## config.mk

```make
export PLATFORM = sky130hd
export DESIGN_NAME = alu_share_arbiter
export DESIGN_NICKNAME = d
export VERILOG_FILES = /design/src/rtl/alu_share_arbiter_pkg.sv /design/src/rtl/alu_share_arbiter_rr_picker.sv /design/src/rtl/alu_share_arbiter.sv
export SDC_FILE = /design/constraint.sdc
export NUM_CORES = 1
export LEC_CHECK = 0
export ABC_AREA = 1
export ABC_CLOCK_PERIOD_IN_PS = 1650
export BUFFER_PORTS_ARGS = -buffer_cell sky130_fd_sc_hd__buf_2
export CAP_MARGIN = 30
export CORE_ASPECT_RATIO = 0.9
export CORE_MARGIN = 2
export CORE_UTILIZATION = 45
export DETAILED_ROUTE_END_ITERATION = 6
export GPL_TIMING_DRIVEN = 0
export PLACE_DENSITY_LB_ADDON = 0.3
export SYNTH_ARGS = -nofsm -noshare
export SYNTH_HDL_FRONTEND = slang
export SYNTH_SLANG_ARGS = --single-unit
```

## constraint.sdc

```tcl
create_clock -name clk -period 1.65 [get_ports clk]
set_input_delay 0.33 -clock clk [delete_from_list [all_inputs] [get_ports clk]]
set_output_delay 0.33 -clock clk [all_outputs]
set_load 0.1 [all_outputs]
```

## src/rtl/alu_share_arbiter_pkg.sv

```systemverilog
// Shared ALU port types, operation codes and arbiter state encoding.
// Imported by the arbiter top and its round-robin picker.
package alu_share_arbiter_pkg;
   localparam int DATA_W = 32;
   localparam int OPER_W = 4;

   typedef enum logic [OPER_W-1:0] {
      AluAdd  = 4'd0,
      AluSub  = 4'd1,
      AluAnd  = 4'd2,
      AluOr   = 4'd3,
      AluXor  = 4'd4,
      AluSll  = 4'd5,
      AluSrl  = 4'd6,
      AluSra  = 4'd7,
      AluSlts = 4'd8,
      AluSltu = 4'd9
   } AluOper;

   typedef struct packed {
      logic [DATA_W-1:0] a;
      logic [DATA_W-1:0] b;
      AluOper            oper;
   } PortIn_Alu;

   typedef struct packed {
      logic [DATA_W-1:0] data;
   } PortOut_Alu;

   // Latched request; deliberately the same layout as PortIn_Alu.
   typedef struct packed {
      logic [DATA_W-1:0] a;
      logic [DATA_W-1:0] b;
      AluOper            oper;
   } PortIn_AluReq;

   typedef enum logic [1:0] {
      ArbIdle = 2'd0,
      ArbExec = 2'd1,
      ArbResp = 2'd2
   } ArbState;

   function automatic int idx_width(input int n);
      return (n > 1) ? $clog2(n) : 1;
   endfunction
endpackage

```

## src/rtl/alu_share_arbiter_rr_picker.sv

```systemverilog
// Combinational round-robin pick: first valid requester at or after rr_ptr, wrapping.
// Zero latency; no state, no backpressure of its own.
module alu_rr_picker
   import alu_share_arbiter_pkg::*;
#(
   parameter  int NUM_REQ = 2,
   localparam int IDX_W   = idx_width(NUM_REQ)
) (
   input  logic [NUM_REQ-1:0] valid,
   input  logic [IDX_W-1:0]   rr_ptr,
   output logic [NUM_REQ-1:0] grant,
   output logic [IDX_W-1:0]   idx,
   output logic               any
);
   int cand;

   always_comb begin
      grant = '0;
      idx   = '0;
      any   = 1'b0;
      cand  = 0;
      for (int k = 0; k < NUM_REQ; k++) begin
         cand = int'(rr_ptr) + k;
         if (cand >= NUM_REQ) begin
            cand = cand - NUM_REQ;
         end
         if (!any && valid[cand]) begin
            grant[cand] = 1'b1;
            idx         = IDX_W'(cand);
            any         = 1'b1;
         end
      end
   end
endmodule

```

## src/rtl/alu_share_arbiter.sv

```systemverilog
// Round-robin share of one external combinational ALU; accept at edge N -> rsp_valid from N+2.
// Holds rsp_data and blocks all new requests until the owner takes the result.
module alu_share_arbiter
   import alu_share_arbiter_pkg::*;
#(
   parameter  int NUM_REQ = 2,
   localparam int IDX_W   = idx_width(NUM_REQ)
) (
   input  logic                      clk,
   input  logic                      rst_n,
   input  logic                      flush,
   input  logic [NUM_REQ-1:0]        req_valid,
   output logic [NUM_REQ-1:0]        req_ready,
   input  logic [NUM_REQ*DATA_W-1:0] req_a,
   input  logic [NUM_REQ*DATA_W-1:0] req_b,
   input  logic [NUM_REQ*OPER_W-1:0] req_oper,
   output PortIn_Alu                 alu_in,
   input  PortOut_Alu                alu_out,
   output logic [NUM_REQ-1:0]        rsp_valid,
   input  logic [NUM_REQ-1:0]        rsp_ready,
   output logic [DATA_W-1:0]         rsp_data
);
   ArbState           state_q, state_d;
   logic [IDX_W-1:0]  rr_ptr_q, rr_ptr_d;
   logic [IDX_W-1:0]  owner_q, owner_d;
   PortIn_AluReq      op_q, op_d;
   logic [DATA_W-1:0] rsp_data_q, rsp_data_d;

   logic [NUM_REQ-1:0] pick_grant;
   logic [IDX_W-1:0]   pick_idx;
   logic               pick_any;

   alu_rr_picker #(.NUM_REQ(NUM_REQ)) u_picker (
      .valid  (req_valid),
      .rr_ptr (rr_ptr_q),
      .grant  (pick_grant),
      .idx    (pick_idx),
      .any    (pick_any)
   );

   always_comb begin
      state_d    = state_q;
      rr_ptr_d   = rr_ptr_q;
      owner_d    = owner_q;
      op_d       = op_q;
      rsp_data_d = rsp_data_q;
      req_ready  = '0;
      rsp_valid  = '0;
      case (state_q)
         ArbIdle: begin
            if (!flush && pick_any) begin
               req_ready = pick_grant;
               owner_d   = pick_idx;
               op_d.a    = req_a[DATA_W*int'(pick_idx) +: DATA_W];
               op_d.b    = req_b[DATA_W*int'(pick_idx) +: DATA_W];
               op_d.oper = AluOper'(req_oper[OPER_W*int'(pick_idx) +: OPER_W]);
               state_d   = ArbExec;
            end
         end
         ArbExec: begin
            if (flush) begin
               state_d = ArbIdle;
            end else begin
               rsp_data_d = alu_out.data;
               state_d    = ArbResp;
            end
         end
         ArbResp: begin
            rsp_valid[owner_q] = 1'b1;
            // Flush wins over a same-cycle handshake so the owner keeps its priority.
            if (flush) begin
               state_d = ArbIdle;
            end else if (rsp_ready[owner_q]) begin
               rr_ptr_d = (owner_q == IDX_W'(NUM_REQ - 1)) ? '0 : owner_q + 1'b1;
               state_d  = ArbIdle;
            end
         end
         default: state_d = ArbIdle;
      endcase
   end

   always_ff @(posedge clk or negedge rst_n) begin
      if (!rst_n) begin
         state_q    <= ArbIdle;
         rr_ptr_q   <= '0;
         owner_q    <= '0;
         op_q       <= '0;
         rsp_data_q <= '0;
      end else begin
         state_q    <= state_d;
         rr_ptr_q   <= rr_ptr_d;
         owner_q    <= owner_d;
         op_q       <= op_d;
         rsp_data_q <= rsp_data_d;
      end
   end

   assign alu_in   = '{a: op_q.a, b: op_q.b, oper: op_q.oper};
   assign rsp_data = rsp_data_q;
endmodule
```

# Word-level counts from Yosys, hierarchy flattened
# Index checks and enable logic that the tools add are counted.
op_classes:
  eq_ne: 4
  shifts: 3
  bitwise: 2
  addsub: 4
  mux: 31
  magnitude_cmp: 8
  n_reduce_logical: 12
ops:
  columns: ["op", "n"]
  rows:
  - ["indexed part select 64 x 7 -> 32 bit", 2]
  - ["greater-or-equal comparator 32 x 1 -> 1 bit (second input constant)", 2]
  - ["< comparator 32 x 3 -> 1 bit (second input constant)", 2]
  - ["2-to-1 mux 32 bit", 2]
  - ["greater-or-equal comparator 32 x 3 -> 1 bit (second input constant)", 1]
  - ["subtractor 32 x 3 -> 32 bit (second input constant)", 1]
  - ["2-to-1 mux 2 bit", 9]
  - ["2-to-1 mux 1 bit", 16]
  - ["indexed part select 8 x 4 -> 4 bit", 1]
  - ["one-hot mux 2 bit (3 select lines)", 1]
  - ["AND reduction 2 bit", 3]
  - ["logical AND 1 bit", 5]
  - ["demux 1 bit (select 1 bit)", 3]
  - ["!= test 3 bit (second input constant)", 1]
  - ["AND reduction 3 bit", 1]
  - ["subtractor 1 x 2 -> 3 bit (second input constant)", 1]
  - ["adder 1 x 1 -> 2 bit (second input constant)", 1]
  - ["== test 2 x 1 -> 1 bit (second input constant)", 1]
  - ["== test 2 bit (second input constant)", 1]
  - ["greater-or-equal comparator 1 x 2 -> 1 bit (second input constant)", 1]
  - ["zero test 1 bit", 2]
  - ["zero test 2 bit", 1]
  - ["< comparator 1 x 2 -> 1 bit (second input constant)", 1]
  - ["!= test 2 bit (second input constant)", 1]
  - ["4 further kinds", 4]
totals:
  in_bits: 175
  reg_bits: 104
  output_inout_bits: 104

# Logic depth before layout (Yosys ltp)
logic_depth:
  word_depth: 12
  mapped_depth: 8
  ltp_nobuf: 7

# By module
# From an unflattened synthesis, not the netlist that was laid out.
hier_totals:
  hier_cells: 691
  area_unflattened_um2: 4894.7
by_module_without_submodules:
  columns: ["mod", "n_inst", "cells_per_inst", "seq_area_each_um2", "area_each_um2"]
  rows:
  - ["alu_share_arbiter", 1, 677, 2602.5, 4839.6]
  - ["alu_rr_picker", 1, 14, 0.0, 55.1]

# Worst setup path after synthesis
# No wires, ideal clock.
synth_timing:
  path_type: "register -> output"
  start: "register state_q[1]"
  end: "output port req_ready[0]"
  required_ns: 1.320
  t_arrival_ns: 2.135
  stages_incl_launch_ff: 5
  n_path_buf: 1
  slack_ns: -0.815
  cell_sequence: "dfrtp_1 -> nor2_4 -> o211ai_2 -> buf_2 -> nor2_1"
synth_via:
  elab_chain_cells: 2
synth_rtl:
  columns: ["item", "line", "rtl"]
  rows:
  - ["start, declared", "alu_share_arbiter.sv:23", "ArbState state_q, state_d;"]
  - ["start signal, assigned", "alu_share_arbiter.sv:84", "state_q <= ArbIdle;"]
  - ["start signal, assigned", "alu_share_arbiter.sv:90", "state_q <= state_d;"]
  - ["zero test 2 bit", "alu_share_arbiter.sv:49", "case (state_q)"]
  - ["2-to-1 mux 2 bit", "alu_share_arbiter.sv:49", null]
  - ["end, declared", "alu_share_arbiter.sv:13", "output logic [NUM_REQ-1:0] req_ready,"]
# Every way passes these cells.

# Final worst setup path
layout_timing:
  start: "register state_q[1]"
  end: "output port req_ready[1]"
# Same word-level chain as after synthesis.

==> impl_metrics.env <==
export IMPL_status="finished, violations left"
export IMPL_violations="negative setup slack"
export IMPL_pwr_density_cell_mw_per_mm2=1950
export IMPL_cts_sinks=104
export IMPL_seqPwrFrac_pct=26.2
export IMPL_finalPower_mw=13.9
export IMPL_whs_ns=0.0236
export IMPL_max_cap_viol_count=0
export IMPL_grt_usage_pct=25.5
export IMPL_rows=36
export IMPL_cp_start_kind="flop"
export IMPL_final_setup_tns_ns=-0.206
export IMPL_fin_area_mm2=0.00710
export IMPL_cts_tree="built"
export IMPL_first_iter_violations=374
export IMPL_fin_nets=1159
export IMPL_cts_buffer_depth=2
export IMPL_reg2regPathDepth=8
export IMPL_grt_pass1_wl_um=24500
export IMPL_cts_made_buffers=9
export IMPL_multi_input_area_mm2=0.00218
export IMPL_clock_latency_ns=0.34
export IMPL_cpPeakStageDelay_ns=0.39
export IMPL_r2r_end="alu_in[32]"
export IMPL_vias=5367
export IMPL_p_int_mw=5.78
export IMPL_syn_nets=858
export IMPL_crit_path_top_delay_cell="dfrtp_1"
export IMPL_switching_share_pct=58.3
export IMPL_dp_hpwl_um=11300
export IMPL_slew_viol_final=0
export IMPL_rsz0062_at_grt="true"
export IMPL_ir_worst_vdd_v=0.00146
export IMPL_fin_crit_sh_pct=106
export IMPL_p_comb_share_pct=57.9
export IMPL_synth_area_mm2=0.00499
export IMPL_slew_headroom_pct=54.6
export IMPL_wl_per_cell_um=13.3
export IMPL_leakagePower_nw=4.34
export IMPL_fin_skew_ns=0.00882
export IMPL_hold_violations=0
export IMPL_start_util_pct=46.2
export IMPL_drive_gt1_share_pct=35.1
export IMPL_crit_fanout=3
export IMPL_ys_seq_area_share_pct=52.1
export IMPL_cts_max_level=3
export IMPL_die_area_mm2=0.0120
export IMPL_worst_slew_pin_slew_ns=0.681
export IMPL_grt_max_degree=54
export IMPL_fmax_mhz=569
export IMPL_cp_data_arrival_time_ns=1.43
export IMPL_setup_ws_ns=-0.107
export IMPL_period_minus_slack_ns=1.76
export IMPL_required_ns=1.32
export IMPL_ant_nets=0
export IMPL_drtPass1Iterations=4
export IMPL_syn_instance_count=683
export IMPL_clk_pin_slew_worst_paths_ns=0.08
export IMPL_drc=0
export IMPL_finalSetupViolCount=2
export IMPL_num_fill_cells=1008
export IMPL_r2r_start="state_q[1]"
export IMPL_crit_buf_inv=2
export IMPL_crit_type="reg -> out"
export IMPL_viasPerCell=4.78
export IMPL_io_pin_count=279
export IMPL_endpoint_kind="output pin"
export IMPL_clkPwrFrac_pct=15.9
export IMPL_ys_types=16
export IMPL_die_w_um=115
export IMPL_drt_wl_total_um=14900
export IMPL_hold_path_class="in -> async"
export IMPL_final_seq_area_mm2=0.00260
export IMPL_antenna_found_initial=1
export IMPL_core_area_mm2=0.0108
export IMPL_grt_pass1_vias=5188
export IMPL_cp_top_family="simple AND/OR/NAND/NOR gates"
export IMPL_clockRootBuffer="clkbuf_16"
export IMPL_area_growth_pct=42.2
export IMPL_portBuffers=277
export IMPL_die_h_um=104
export IMPL_switching_power_mw=8.09
export IMPL_rrSetupSlack_ns=0.09
export IMPL_path_cells="or2_1, nor2_4, nand2_2, clkinvlp_4, buf_12"
export IMPL_placed_area_mm2=0.00659
export IMPL_ys_warn_count=0
export IMPL_gp_congestion=0.829
export IMPL_ys_ff_latch=104
export IMPL_grt_remaining_overflow=0
export IMPL_syn_avg_cell_area_um2=7.31
## synthesized netlist by cell type
library cell  number  area, um2
inv_2              2       7.51
nand2_1          414       1550
buf_4              9       67.6
or2_1              1       6.26
nand3_1          101        505
o21ai_1            2       10.0
nor2_1             4       15.0
inv_1              3       11.3
o211ai_2           1       12.5
clkbuf_1          17       63.8
buf_1              2       7.51
buf_2             18       90.1
nand2_2            2       12.5
o21ai_0            1       5.00
nor2_4             2       22.5
dfrtp_1          104       2600
## layout make-up
cell class	instances	area share, %
Clock buffer	10	3.37
Multi-Input combinational cell	528	30.7
Timing Repair Buffer	292	22.3
Buffer	44	3.28
Clock inverter	6	1.06
Antenna cell	1	0.0352
Sequential cell	104	36.7
Tap cell	133	2.34
Inverter	5	0.317
## metrics by stage
step,util (%),worst slack (ns),instances
after floorplan,-,-0.108,683
after global placement,60.7,-0.892,1093
after detailed placement,61.0,-0.449,1094
after CTS,65.1,-0.129,1115
after global routing,65.7,-0.183,1123
final,65.7,-0.107,1123
## worst max-delay path by stage
stage / cells past startpoint / to / from / slack, ns
after detailed placement: 7 / req_ready[0] / req_valid[0] / -0.45
after global routing: 5 / req_ready[0] / state_q[1] / -0.18
after CTS: 5 / req_ready[1] / state_q[1] / -0.13
final: 5 / req_ready[1] / state_q[1] / -0.11
after global placement: 1 / alu_in[3] / rst_n / -0.89
after floorplan: 4 / rsp_valid[0] / state_q[0] / -0.11
## logic make-up (layout without fill, tap and decap cells)
| logic type | Yosys count | count (layout) | share of synthesized area (%) |
|---|---|---|---|
| simple gates | 524 | 524 | 42.4 |
| flops | 104 | 104 | 52.1 |
| buf+inv | 51 | 357 | 4.96 |
| compound gates | 4 | 4 | 0.551 |
| other cells | 0 | 1 | 0 |
## state kept, by name, summed over array words and instances, names as in the netlist
register and flops:
alu_in 68, owner_q 1, rr_ptr_q 1, rsp_data 32, state_q 2
## metal layers
metal	track usage, %	wire (um)	up-vias
met5	0	0	-
met4	6.97	278	0
met3	6.70	1290	26
met2	43.3	7060	218
met1	32.2	6330	2392
li1	-	-	2731
## layout by cell type (no fill, tap or decap), types with 3 or more instances in the layout
| master | n |
|---|---|
| nand3_1 | 101 |
| clkbuf_1 | 17 |
| inv_2 | 3 |
| buf_12 | 4 |
| clkbuf_16 | 9 |
| nor2_4 | 3 |
| buf_2 | 287 |
| nand2_1 | 413 |
| buf_4 | 22 |
| buf_6 | 3 |
| dfrtp_1 | 103 |
## power by group through the flow
stage	registers, mW	logic (mW)	clock network (mW)
3_3_place_gp	3.66	7.88	0
5_1_grt	3.72	8.44	2.36
3_5_place_dp	3.66	7.94	0
4_1_cts	3.63	8.02	2.25
6_report	3.63	8.03	2.21
2_1_floorplan	8.74	1.34	0
## repair_timing
action | CTS | global route
hold buffers | 0 | 0
buffers inserted | 7 | 7
gates resized for setup | 23 | 3
pin swaps | 5 | 3
endpoints found under the setup margin | 4 | 4
Power figures use the tool's default switching activity.
